`config.mk`:
```
export PLATFORM = sky130hd
export DESIGN_NAME = spi_master_arbiter
export DESIGN_NICKNAME = d
export VERILOG_FILES = /design/src/rtl/spi_master_arbiter.sv
export SDC_FILE = /design/constraint.sdc
export NUM_CORES = 1
export LEC_CHECK = 0
export BUFFER_PORTS_ARGS = -buffer_cell sky130_fd_sc_hd__buf_2
export CAP_MARGIN = 10
export CORE_ASPECT_RATIO = 0.9
export CORE_MARGIN = 5
export CORE_UTILIZATION = 34
export DETAILED_ROUTE_END_ITERATION = 8
export HOLD_SLACK_MARGIN = 0.05
export PLACE_DENSITY = 0.58
export SLEW_MARGIN = 20
export SYNTH_ARGS = -nofsm -noshare
export SYNTH_HDL_FRONTEND = slang
export SYNTH_SLANG_ARGS = --single-unit
```
`constraint.sdc`:
```
create_clock -name clk -period 3 [get_ports clk]
set_input_delay 0.15 -clock clk [delete_from_list [all_inputs] [get_ports clk]]
set_output_delay 0.15 -clock clk [all_outputs]
set_load 0.005 [all_outputs]
```
`src/rtl/spi_master_arbiter.sv`:
```
// Round-robin arbiter sharing one SPI master port between NREQ requesters.
// Holds the grant for a full request/response round trip, with a response timeout.
module spi_master_arbiter #(
    parameter int NREQ    = 3,
    parameter int DATA_W  = 32,
    parameter int TIMEOUT = 1024
) (
    input  logic                   clk,
    input  logic                   reset,
    input  logic [NREQ-1:0]        req_val,
    output logic [NREQ-1:0]        req_rdy,
    input  logic [NREQ*DATA_W-1:0] req_msg,
    output logic [NREQ-1:0]        resp_val,
    input  logic [NREQ-1:0]        resp_rdy,
    output logic [DATA_W-1:0]      resp_msg,
    output logic                   resp_err,
    output logic                   mst_req_val,
    input  logic                   mst_req_rdy,
    output logic [DATA_W-1:0]      mst_req_msg,
    input  logic                   mst_resp_val,
    output logic                   mst_resp_rdy,
    input  logic [DATA_W-1:0]      mst_resp_msg,
    output logic [NREQ-1:0]        grant,
    output logic                   busy,
    output logic                   resp_drop
);

    localparam int PW = $clog2(NREQ);
    localparam int TW = (TIMEOUT > 0) ? $clog2(TIMEOUT + 1) : 1;
    localparam logic [NREQ-1:0] ONE = NREQ'(1);

    typedef enum logic [1:0] {
        S_IDLE,
        S_SEND,
        S_WAIT,
        S_RETURN
    } state_t;

    state_t            state, state_n;
    logic [PW-1:0]     ptr;
    logic [PW-1:0]     owner;
    logic [DATA_W-1:0] data_q;
    logic              err_q;
    logic [TW-1:0]     timer;

    logic [PW-1:0]     sel;
    logic              sel_hit;
    logic [DATA_W-1:0] sel_msg;
    logic [PW-1:0]     ptr_nxt;
    logic              to_hit;
    logic              resp_fire;
    int                idx;

    // First requester at or after ptr, wrapping around
    always_comb begin
        sel     = '0;
        sel_hit = 1'b0;
        sel_msg = '0;
        idx     = 0;
        for (int k = 0; k < NREQ; k++) begin
            idx = (int'(ptr) + k) % NREQ;
            if (!sel_hit && req_val[idx]) begin
                sel_hit = 1'b1;
                sel     = PW'(idx);
                sel_msg = req_msg[idx*DATA_W +: DATA_W];
            end
        end
    end

    assign ptr_nxt   = (sel == PW'(NREQ - 1)) ? '0 : sel + PW'(1);
    assign to_hit    = (TIMEOUT != 0) && (timer == TW'(TIMEOUT - 1));
    assign resp_fire = (state == S_RETURN) && |(resp_rdy & (ONE << owner));

    always_comb begin
        state_n = state;
        unique case (state)
            S_IDLE:   if (sel_hit) state_n = S_SEND;
            S_SEND:   if (mst_req_rdy) state_n = S_WAIT;
            S_WAIT:   if (mst_resp_val || to_hit) state_n = S_RETURN;
            S_RETURN: if (resp_fire) state_n = S_IDLE;
            default:  state_n = S_IDLE;
        endcase
    end

    always_ff @(posedge clk) begin
        if (!reset) begin
            state  <= S_IDLE;
            ptr    <= '0;
            owner  <= '0;
            data_q <= '0;
            err_q  <= 1'b0;
            timer  <= '0;
            grant  <= '0;
        end else begin
            state <= state_n;
            unique case (state)
                S_IDLE: begin
                    if (sel_hit) begin
                        data_q <= sel_msg;
                        owner  <= sel;
                        grant  <= ONE << sel;
                        ptr    <= ptr_nxt;
                    end
                end
                S_SEND: begin
                    if (mst_req_rdy) timer <= '0;
                end
                S_WAIT: begin
                    // A response on the final timeout cycle still wins
                    if (mst_resp_val) begin
                        data_q <= mst_resp_msg;
                        err_q  <= 1'b0;
                    end else if (to_hit) begin
                        data_q <= '0;
                        err_q  <= 1'b1;
                    end else begin
                        timer <= timer + TW'(1);
                    end
                end
                S_RETURN: begin
                    if (resp_fire) grant <= '0;
                end
                default: ;
            endcase
        end
    end

    assign req_rdy      = (state == S_IDLE && sel_hit) ? (ONE << sel) : '0;
    assign mst_req_val  = (state == S_SEND);
    assign mst_req_msg  = data_q;
    assign mst_resp_rdy = (state == S_IDLE) || (state == S_WAIT);
    assign resp_val     = (state == S_RETURN) ? (ONE << owner) : '0;
    assign resp_msg     = data_q;
    assign resp_err     = err_q;
    assign busy         = (state != S_IDLE);
    assign resp_drop    = (state == S_IDLE) && mst_resp_val;

endmodule

```
==> results by group, run 1 <==
Run status
  • Status: complete, no violations

Place
  • # port buffers: approximately 220
  • Routability cong.: 0.8507
  • DP HPWL: 14.71 mm
  • Post-place setup slack: between 0.1 and 0.15 ns

GRT
  • Pin count of the biggest net entering global routing: between 60 and 70
  • Tot GR Track Use: around a fifth
  • Number of global-route vias before repair: between 5000 and 6000
  • Grt total ovfl: 0
  • Global-route wire length before repair: about 33 mm
  • Antenna violations before repair: 6

Synthesis
  • Post-Synth Simple-Gate Area: between 10% and 20%
  • Synth cell types: 58
  • Synth top area cells: dfxtp_1 19%, mux2i_1 18%, a21oi_1 6.4%
  • Post-Syn Area: 5629 um2
  • Avg Inst Size Synth: around 7.7 um2
  • Synth top cells by count: 102 x mux2i_1, 72 x a21oi_1, 59 x nor2_1
  • Largest family of logic cells by synthesized area: compound AO/OA/AOI/OAI gates
  • Post-synth top area share: between 10% and 20%
  • Synth Area in Compound Gates: approximately 30%
  • Largest area contributor in the netlist: dfxtp_1
  • Synth async-reset ratio: 0%
  • Post-synth EDFFs: 0
  • Cells after Synth: roughly 730
  • Synth Area in XOR/XNOR: about 1.6%
  • Synth Flop Type: dfxtp_1
  • Synth Net Count: around 880
  • Post-synthesis adder-cell area fraction: 2.890%
  • Most frequent cell after synthesis: mux2i_1
  • Sequential area share after synthesis: a little under a fifth
  • Post-synthesis mux area share: between 10% and 20%
  • YS warnings: 0
  • Post-synthesis register bit count: 53

Floorplan
  • I/O pins: 216
  • Die outline height: roughly 130 um
  • Die Area: around 19000 um2
  • # rows: between 40 and 50
  • Core outline area: 16190 um2
  • Die W: about 150 um
  • Starting density of the core: between 30% and 40%

Detailed routing
  • Length of routed met2 wiring: 9.505 mm
  • Top layer in use: met5
  • WL met1: around 9.6 mm
  • Final WL: around 21 mm
  • DR vias: 6074
  • Met3 WL: 1.607 mm
  • DRC: 0
  • Final ANT Viol Nets: 0
  • Drt via density: about 5.6
  • Avg WL per Cell: 19.39 um
  • DR pass1 iterations: 4
  • Initial DRC Count: 334

Setup path
  • Crit-path max cell delay: about 0.56 ns
  • Worst-path fanout max: 17
  • Most frequent CP cell: nor2_1
  • Slowest-stage cell, CP: o32ai_1
  • Cells along the critical path: inv_1 -> ha_2 -> nor2_1 -> nor2_1 -> o32ai_1 -> nor2b_1 -> buf_2
  • CP Capture Type: output port
  • Bufs and invs on worst path: 2
  • Startpoint types: register
  • Crit path max-delay family: simple AND/OR/NAND/NOR gates
  • Critical Path RT: roughly 2.9 ns
  • Crit Path Category: reg2out
  • Worst EP arrival: roughly 2.6 ns

Timing
  • Worst Clk Skew: around 0.0074 ns
  • Worst Max-Slew Pin Slew: between 0.7 and 0.8 ns
  • Hold Vio Cnt, Final: 0
  • Finish-stage setup viols: 0
  • Setup TNS: 0 ns
  • Max-slew headroom: ~52%
  • Worst setup margin: around 0.21 ns
  • Pins Over Slew Limit: 0
  • RSZ-0062 raised after global routing: no
  • Crit path time final: roughly 2.8 ns
  • Max Fclk: between 300 and 400 MHz
  • Final worst path period share: 93.01%

Finish
  • P&R area growth vs syn: 22.05%
  • Nets@finish: 1031
  • Share of layout cells above drive strength 1: 30.87%
  • Fillers: between 1500 and 2000

Clocking
  • CTS tree: done
  • H-tree depth: 2
  • Clk Latency, worst-skew pair: approximately 0.31 ns
  • CTS buffer count: 5
  • # clock sinks: 53
  • Clock Tree Root: clkbuf_16
  • CTS max path bufs: 2
  • CTS clock-pin slew for the worst setup and hold paths: 0.08 ns

Power and ir drop
  • Sequential share of power: 16.2%
  • Power Total: 6.753 mW
  • Internal Power: approximately 3.5 mW
  • Sw Pwr: between 3 and 4 mW
  • Clock power frac: between 10% and 20%
  • Power Density: 982.9 nW/um2
  • Peak supply drop: 0.0005722 V
  • Switching share of power: around half
  • Logic pwr share: 73.3%
  • Leakage: ~2.9 nW

Run
  • Max cap viols: 0

Hold path
  • Worst Hold Class: in2reg
[registers in the layout, indices dropped and copies added, names as in the netlist]
| register | count |
|---|---|
| mst_req_msg | 32 |
| resp_err | 1 |
| ptr | 2 |
| timer | 11 |
| state | 2 |
| grant | 3 |
| owner | 2 |
[layout make-up]
cell class	count	area, um2	share of cell area (%)
Multi-Input combinational cell	570	4014	58.42
Timing Repair Buffer	239	1323	19.25
Sequential cell	53	1061	15.44
Tap cell	207	259.0	3.770
Clock buffer	6	128.9	1.876
Inverter	11	41.29	0.6010
Clock inverter	2	38.79	0.5646
Antenna cell	2	5.005	0.07285
[path summary, 6_finish.rpt]
| kind | from | cells after the start | slack [ns] | end |
|---|---|---|---|---|
| setup / recovery | ptr[0] | 7 | 0.21 | req_rdy[2] |
| hold / removal | mst_resp_msg[31] | 3 | 0.20 | mst_req_msg[31] |
| setup reg to reg | ptr[0] | 8 | 0.24 | mst_req_msg[5] |
| hold reg to reg | grant[2] | 2 | 0.49 | grant[2] |
[power by group through the flow]
stage,logic (mW),registers [mW],clock network (mW)
3_3_place_gp,4.88,1.11,0
6_report,4.95,1.09,0.709
4_1_cts,4.88,1.10,0.721
5_1_grt,5.45,1.13,0.744
2_1_floorplan,3.67,1.08,0
3_5_place_dp,4.86,1.11,0
[routing by layer]
| metal | global-route usage, % | vias to the layer above |
|---|---|---|
| met5 | 0 | - |
| met4 | 6.218 | 8 |
| met3 | 5.706 | 29 |
| met2 | 32.45 | 232 |
| met1 | 27.76 | 2830 |
| li1 | - | 2975 |
[cells by family after synthesis]
family	Yosys count
simple gates	188
compound gates	254
fa+ha+maj	13
flops	53
buf+inv	110
mux	104
xor+xnor	10
[worst min-delay path, stage by stage]
cell and delay [ns]:
buf_2 0.09, a221oi_1 0.07, a31oi_1 0.16
[metrics by stage]
step	util (%)	instance area [um2]	std cells	hold slack [ns]
after floorplan	-	5629	732	0.2883
after global placement	41.03	6640	1077	0.4787
after detailed placement	41.03	6640	1077	0.4841
after CTS	42.06	6808	1085	0.1845
after global routing	42.45	6870	1090	0.2286
final	42.45	6870	1090	0.1990
[cell usage in the layout (no fill, tap or decap), types with 31 or more instances in the layout]
cell and count:
nor3_1 33, o21ai_0 46, nand2_1 42, a221oi_1 31, a21oi_1 72, o21a_1 33
dfxtp_1 53, mux2i_1 101, nor2_1 58, buf_2 215
[repair_timing]
action | in CTS | in global routing
hold buffers | 0 | 0
endpoints found under the setup margin | 0 | 32
gates resized for setup | 0 | 3
buffers inserted | 0 | 2
Power figures use the tool's default switching activity.
==> inputs of run 2 (changes only) <==
ABC_AREA = 1   (was default)
MAX_ROUTING_LAYER = met4   (was default)
PLACE_DENSITY = 0.57   (was 0.58)
==> run 2 against run 1 <==
  * Sequential cell count is the same
  * Register-to-register slack gained 0.21 ns
  * Synthesized cell count grew 64%
==> results by group, run 2 <==
Power and ir drop
  • Power Total: 7.635 mW (+13%)
  • Peak supply drop: 0.0005044 V (-12%)
  • Sequential share of power: 14.5% (-1.7 points)
  • Internal Power: 3.254 mW (-6.4%)
  • Power Density: 1009 nW/um2 (+2.7%)
  • Leakage: 4.110 nW (+42%)
  • Clock power frac: 9.5% (-1.0 points)
  • Logic pwr share: 76.0% (+2.7 points)
  • Switching share of power: 57.37% (+8.9 points)
  • Sw Pwr: 4.380 mW (+34%)

Synthesis
  • Post-Synth Simple-Gate Area: 38.89% (+22 points)
  • Synth top area cells: dfxtp_1 16%, nand2_1 15%, o21ai_0 10%
  • Synth Flop Type: dfxtp_1
  • YS warnings: 0 (unchanged)
  • Synth Area in XOR/XNOR: 0.2720% (-1.3 points)
  • Largest family of logic cells by synthesized area: simple AND/OR/NAND/NOR gates
  • Post-synth EDFFs: 0 (unchanged)
  • Sequential area share after synthesis: 16.47% (-2.4 points)
  • Post-synth top area share: 16.47% (-2.4 points)
  • Synth cell types: 34 (-41%)
  • Post-synthesis mux area share: 0% (-19 points)
  • Largest area contributor in the netlist: dfxtp_1
  • Synth Area in Compound Gates: 21.21% (-8.6 points)
  • Post-Syn Area: 6441 um2 (+14%)
  • Synth top cells by count: 256 x nand2_1, 169 x inv_1, 153 x nor2_1
  • Avg Inst Size Synth: 5.381 um2 (-30%)
  • Synth Net Count: 1348 (+53%)
  • Synth async-reset ratio: 0% (unchanged)
  • Cells after Synth: 1197 (+64%)
  • Post-synthesis adder-cell area fraction: 2.525% (-0.36 points)
  • Most frequent cell after synthesis: nand2_1
  • Post-synthesis register bit count: 53 (unchanged)

Detailed routing
  • Drt via density: 5.065 (-9.1%)
  • Initial DRC Count: 760 (+130%)
  • Avg WL per Cell: 15.39 um (-21%)
  • Final WL: 24.26 mm (+15%)
  • DR vias: 7982 (+31%)
  • DR pass1 iterations: 5 (+1)
  • DRC: 0 (unchanged)
  • Final ANT Viol Nets: 0 (unchanged)

Timing
  • Max-slew headroom: 54.11% (+1.6 points)
  • Worst Max-Slew Pin Slew: 0.6874 ns (-0.02083 ns)
  • Hold WS: 0.1862 ns (-0.01277 ns)
  • Setup TNS: 0 ns (unchanged)
  • Worst setup margin: 0.2200 ns (+0.01036 ns)
  • Pins Over Slew Limit: 0 (unchanged)
  • Final worst path period share: 92.67% (-0.35 points)
  • Hold Vio Cnt, Final: 0 (unchanged)
  • Finish-stage setup viols: 0 (unchanged)
  • RSZ-0062 raised after global routing: no
  • Crit path time final: 2.780 ns (-0.01036 ns)
  • Max Fclk: 359.7 MHz (+0.37%)
  • Worst Clk Skew: 0.008201 ns (+0.0008511 ns)

GRT
  • Number of global-route vias before repair: 7267 (+21%)
  • Pin count of the biggest net entering global routing: 67 (+6.3%)
  • Grt total ovfl: 0 (unchanged)
  • Tot GR Track Use: 21.88% (+1.2 points)
  • Antenna violations before repair: 3 (-3)
  • Global-route wire length before repair: 38.19 mm (+16%)

Clocking
  • Clock Tree Root: clkbuf_16
  • # clock sinks: 53 (unchanged)
  • CTS tree: done
  • Post-CTS Setup Inserts: 0 (unchanged)
  • Clk Latency, worst-skew pair: 0.32 ns (about the same)
  • CTS max path bufs: 2 (unchanged)
  • CTS clock-pin slew for the worst setup and hold paths: 0.08 ns (about the same)
  • H-tree depth: 2 (unchanged)
  • CTS buffer count: 5 (unchanged)

Run
  • Max cap viols: 0 (unchanged)

Setup path
  • Critical Path RT: 2.85 ns (about the same)
  • Worst EP arrival: 2.63 ns (about the same)
  • Startpoint types: register
  • CP Capture Type: output port
  • Worst-path fanout max: 25 (+8)
  • Crit Path Category: reg2out

Finish
  • Final core occ: 40.84% (-1.6 points)
  • Footprint of the multi-input gates: 4100 um2 (+2.2%)
  • P&R area growth vs syn: 17.44%
  • Commonest non-fill, non-tap cells in the layout: 255 x nand2_1, 215 x buf_2, 169 x inv_1
  • Final std cells w/o fill: 1576 (+45%)
  • Share of layout cells above drive strength 1: 20.35% (-11 points)
  • Storage cell area: 1062 um2 (+0.12%)
  • Finished Cell Area: 7565 um2 (+10%)
  • Nets@finish: 1477 (+43%)
  • Fillers: 2124 (+28%)
  • Leading cell type in the layout, fill and taps excluded: nand2_1
  • Max reg flops: 32 (unchanged)

Floorplan
  • Starting density of the core: 34.77% (about the same)
  • Die Area: 21800 um2 (+13%)
  • Die W: 155.1 um (+6.5%)
  • # rows: 47 (+6.8%)
  • Die outline height: 140.6 um (+6.4%)
  • Core outline area: 18520 um2 (+14%)
  • I/O pins: 216 (unchanged)

Place
  • Placed cell count: 1564 (+45%)
  • Post-place setup slack: 0.3474 ns (+0.2039 ns)
  • Routability cong.: 0.8815 (+3.6%)
  • # port buffers: 215 (unchanged)
  • Placed standard-cell area: 7353 um2 (+11%)
  • DP HPWL: 17.27 mm (+17%)

Hold path
  • Worst Hold Class: in2reg

Run status
  • Status: complete, no violations
==> run 2: cell types whose count changed in the layout (fill, tap and decap cells not counted), moves of 27 or more <==
cell | previous run | this run
a2bb2oi_1 | 30 | 0
o21ai_0 | 46 | 134
nand2_1 | 42 | 255
a221oi_1 | 31 | 0
nand4_1 | 7 | 35
inv_1 | 11 | 169
nor2_1 | 58 | 153
nor3_1 | 33 | 6
o22ai_1 | 2 | 32
o21a_1 | 33 | 0
nand3_1 | 5 | 117
mux2i_1 | 101 | 0
==> run 2: logic make-up after synthesis <==
family / count (synthesis)
AOI/OAI and AO/OA: 261
xor gates and xnor gates: 2
and+or+nand+nor: 579
adders and majority gates: 13
buffers and inverters: 289
DFF: 53
==> run 2: final cells by class <==
cell class	instances	share of cell area [%]
antenna	4	0.1323
clock buffer	5	1.654
clock inverter	3	0.6120
inverter	174	8.683
multi-input combinational	855	54.20
sequential	53	14.04
tap	245	4.052
timing repair buffer	237	16.62
==> run 2: what timing repair did <==
action,CTS,global route
hold endpoints to repair,0,0
endpoints found under the setup margin,0,3
resized for setup,0,6
hold buffers,0,0
==> run 2: routing by layer <==
| metal | up-vias | GRT usage, % | share of wire, % | routed length [um] |
|---|---|---|---|---|
| met5 | - | - | 0 | 0 |
| met4 | 0 | 5.623 | 2.0 | 478 |
| met3 | 25 | 2.819 | 6.9 | 1685 |
| met2 | 340 | 34.59 | 45 | 10950 |
| met1 | 3536 | 29.65 | 46 | 11140 |
| li1 | 4081 | - | - | - |
==> run 2: final timing paths <==
check	startpoint	to	slack, ns	cells after the start
setup / recovery	ptr[0]	req_rdy[1]	0.22	14
hold reg to reg	resp_err	resp_err	0.45	2
hold / removal	reset	state[0]	0.19	3
setup reg to reg	ptr[0]	mst_req_msg[20]	0.45	11
==> run 2: power groups by stage <==
stage / Clock [mW] / Sequential, mW / Combinational, mW
floorplan: 0 / 1.10 / 4.38
global placement: 0 / 1.12 / 5.70
detailed placement: 0 / 1.12 / 5.73
CTS: 0.746 / 1.11 / 5.76
global route: 0.770 / 1.14 / 6.52
finish: 0.725 / 1.11 / 5.80
==> run 2: critical path: stages (launching register included) <==
cell and delay, ns:
dfxtp_1 0.42, inv_1 0.17, ha_4 0.32, inv_2 0.11
buf_6 0.24, nand2_1 0.08, nand2_1 0.08, a21oi_2 0.07
nand3_1 0.13, nor2_1 0.05, nor2_1 0.24, inv_1 0.10
nand2_1 0.13, inv_1 0.05, buf_2 0.12
==> inputs of run 3 (changes only) <==
--- a/config.mk
+++ b/config.mk
@@ -16,5 +16,6 @@
 export MAX_ROUTING_LAYER = met4
 export PLACE_DENSITY = 0.57
-export SLEW_MARGIN = 20
+export SETUP_SLACK_MARGIN = 0.15
+export SLEW_MARGIN = 30
 export SYNTH_ARGS = -nofsm -noshare
 export SYNTH_HDL_FRONTEND = slang
==> constraint.sdc (replaced) <==
create_clock -name clk -period 3 [get_ports clk]
set_input_delay 0 -clock clk [delete_from_list [all_inputs] [get_ports clk]]
set_output_delay 0 -clock clk [all_outputs]
set_load 0.005 [all_outputs]
==> run 3 against run 2 <==
  * Count of clock-buffer cells in the layout stayed put
  * Sequential cell count stayed put
  * Die area stayed put
  * Sequential share of layout area is 0.26 points lower
  * Register-to-register slack hardly changed
  * Critical path depth stayed put
  * Global-route usage is 0.061 points higher
  * Maximum frequency is 7.4% higher
  * Sequential power hardly changed
  * Setup slack better by 0.19 ns
  * Core utilization is 0.72 points higher
  * Final cell count is 0.82% higher
  * Largest power group unchanged
==> results by group, run 3 (synthesized netlist as in run 2, its figures left out) <==
Run status
  • Status: complete, no violations

Timing
  • Worst Clk Skew: 0.004804 ns (-0.003397 ns)
  • Crit path time final: 2.588 ns (-0.1916 ns)
  • Worst Max-Slew Pin Slew: 0.6624 ns (-0.02501 ns)
  • Max-slew headroom: 55.77% (+1.7 points)
  • Setup TNS: 0 ns (unchanged)
  • Finish-stage setup viols: 0 (unchanged)
  • Max Fclk: 386.3 MHz (+7.4%)
  • Pins Over Slew Limit: 0 (unchanged)
  • Hold Vio Cnt, Final: 0 (unchanged)
  • Final worst path period share: 86.28% (-6.4 points)
  • RSZ-0062 raised after global routing: no

Power and ir drop
  • Peak supply drop: 0.0005590 V (+11%)
  • Leakage: 4.181 nW (+1.7%)
  • Power Total: 7.647 mW (+0.16%)
  • Power Density: 993.3 nW/um2 (-1.6%)

Detailed routing
  • Final ANT Viol Nets: 0 (unchanged)
  • DR vias: 8015 (+0.41%)
  • Initial DRC Count: 672 (-12%)
  • Avg WL per Cell: 15.38 um (about the same)
  • DRC: 0 (unchanged)
  • Drt via density: 5.044 (-0.41%)
  • DR pass1 iterations: 5 (unchanged)
  • Final WL: 24.45 mm (+0.78%)

Setup path
  • Reg2reg path depth: 12 (+1)
  • Crit Path Category: reg2out
  • Worst-path fanout max: 26 (+4.0%)
  • CP Capture Type: output port
  • CP startpoint: ptr[0]
  • Setup crit end: req_rdy[1]
  • Worst R2R Setup Slack: 0.44 ns (about the same)
  • Worst r2r src: ptr[1]
  • Reg-to-Reg End: mst_req_msg[12]
  • Worst EP arrival: 2.59 ns (-0.04 ns)
  • Startpoint types: register
  • Critical Path RT: 3.00 ns (+0.15 ns)

Hold path
  • Worst Hold Class: in2reg
  • Worst hold path depth: 5 (+2)

GRT
  • Antenna violations before repair: 1 (-2)
  • Global-route wire length before repair: 38.41 mm (+0.58%)
  • Tot GR Track Use: 21.94% (+0.061 points)
  • Number of global-route vias before repair: 7266 (-0.014%)
  • Pin count of the biggest net entering global routing: 67 (unchanged)
  • Grt total ovfl: 0 (unchanged)

Floorplan
  • Die Area: 21800 um2 (unchanged)
  • I/O pins: 216 (unchanged)
  • # rows: 47 (unchanged)
  • Starting density of the core: 34.77% (unchanged)
  • Core outline area: 18520 um2 (unchanged)
  • Die outline height: 140.6 um (unchanged)
  • Die W: 155.1 um (unchanged)

Place
  • # port buffers: 215 (unchanged)
  • Routability cong.: 0.8658 (-1.8%)
  • DP HPWL: 17.53 mm (+1.5%)

Finish
  • P&R area growth vs syn: 19.52%
  • Share of layout cells above drive strength 1: 20.25% (-0.093 points)
  • Fillers: 2109 (-0.71%)
  • Commonest non-fill, non-tap cells in the layout: 256 x nand2_1, 215 x buf_2, 169 x inv_1
  • Leading cell type in the layout, fill and taps excluded: nand2_1
  • Nets@finish: 1493 (+1.1%)
  • Max reg flops: 32 (unchanged)

Clocking
  • CTS clock-pin slew for the worst setup and hold paths: 0.08 ns (about the same)
  • CTS max path bufs: 2 (unchanged)
  • # clock sinks: 53 (unchanged)
  • H-tree depth: 2 (unchanged)
  • Clock Tree Root: clkbuf_16
  • Post-CTS Setup Inserts: 0 (unchanged)
  • Clk Latency, worst-skew pair: 0.31 ns (about the same)
  • CTS buffer count: 5 (unchanged)
  • CTS tree: done

Run
  • Max cap viols: 0 (unchanged)
-- run 3: report_power, final --
group          switching [mW]  leakage (nW)  internal (mW)  total, mW
clock                   0.322        0.0800          0.397      0.719
sequential              0.183         0.436          0.925       1.11
combinational            3.85          3.66           1.97       5.82
total                    4.35          4.18           3.29       7.65
-- run 3: worst max-delay path, stage by stage, from the launching register on --
cell	delay [ns]
dfxtp_1	0.41
inv_1	0.14
ha_2	0.26
inv_4	0.22
nand2_1	0.11
nand3_1	0.08
nand2_1	0.10
buf_4	0.20
nand3_1	0.14
nor2_1	0.06
nor2_2	0.18
inv_1	0.08
nand2_1	0.11
inv_1	0.05
buf_2	0.12
-- run 3: routing by layer --
layer | global-route usage, % | share of wire, % | vias up
met4 | 6.134 | 1.9 | 0
met5 | - | 0 | -
met1 | 29.39 | 46 | 3554
met3 | 2.452 | 6.6 | 31
li1 | - | - | 4108
met2 | 35.14 | 45 | 322
-- run 3: layout make-up --
type / instances / area (um2) / share of cell area (%)
diodes: 1 / 2.502 / 0.03250
clock inverters: 3 / 46.29 / 0.6013
well taps: 245 / 306.5 / 3.982
inverters: 174 / 658.1 / 8.549
clock buffers: 5 / 125.1 / 1.625
multi-input cells: 855 / 4088 / 53.10
repair buffers: 253 / 1411 / 18.33
flip-flops and latches: 53 / 1061 / 13.78
-- run 3: worst min path at each step --
stage	startpoint	to	slack [ns]
3_3_place_gp	mst_resp_val	resp_drop	0.29
6_report	mst_resp_msg[7]	mst_req_msg[7]	0.05
4_1_cts	mst_resp_msg[15]	mst_req_msg[15]	0.05
2_1_floorplan	mst_resp_val	resp_drop	0.08
5_1_grt	mst_resp_msg[15]	mst_req_msg[15]	0.08
3_5_place_dp	mst_resp_val	resp_drop	0.29
-- run 3: repair_timing --
item                       in CTS  in global routing
hold endpoints to repair       15                  0
setup endpoints to repair       0                  3
hold buffers                   12                  0
gates resized for setup         0                  5
-- run 3: stage by stage --
stage                     instance area [um2]  hold WS, ns  util [%]  setup WS [ns]  cells
after CTS                                7675      0.05114     41.43         0.2487   1588
final                                    7699      0.05186     41.56         0.4116   1589
after global placement                   7383       0.2898     39.86         0.5429   1568
after global routing                     7699      0.07936     41.56         0.1504   1589
after floorplan                          6441      0.08094         -          1.081   1197
after detailed placement                 7383       0.2905     39.86         0.4915   1568
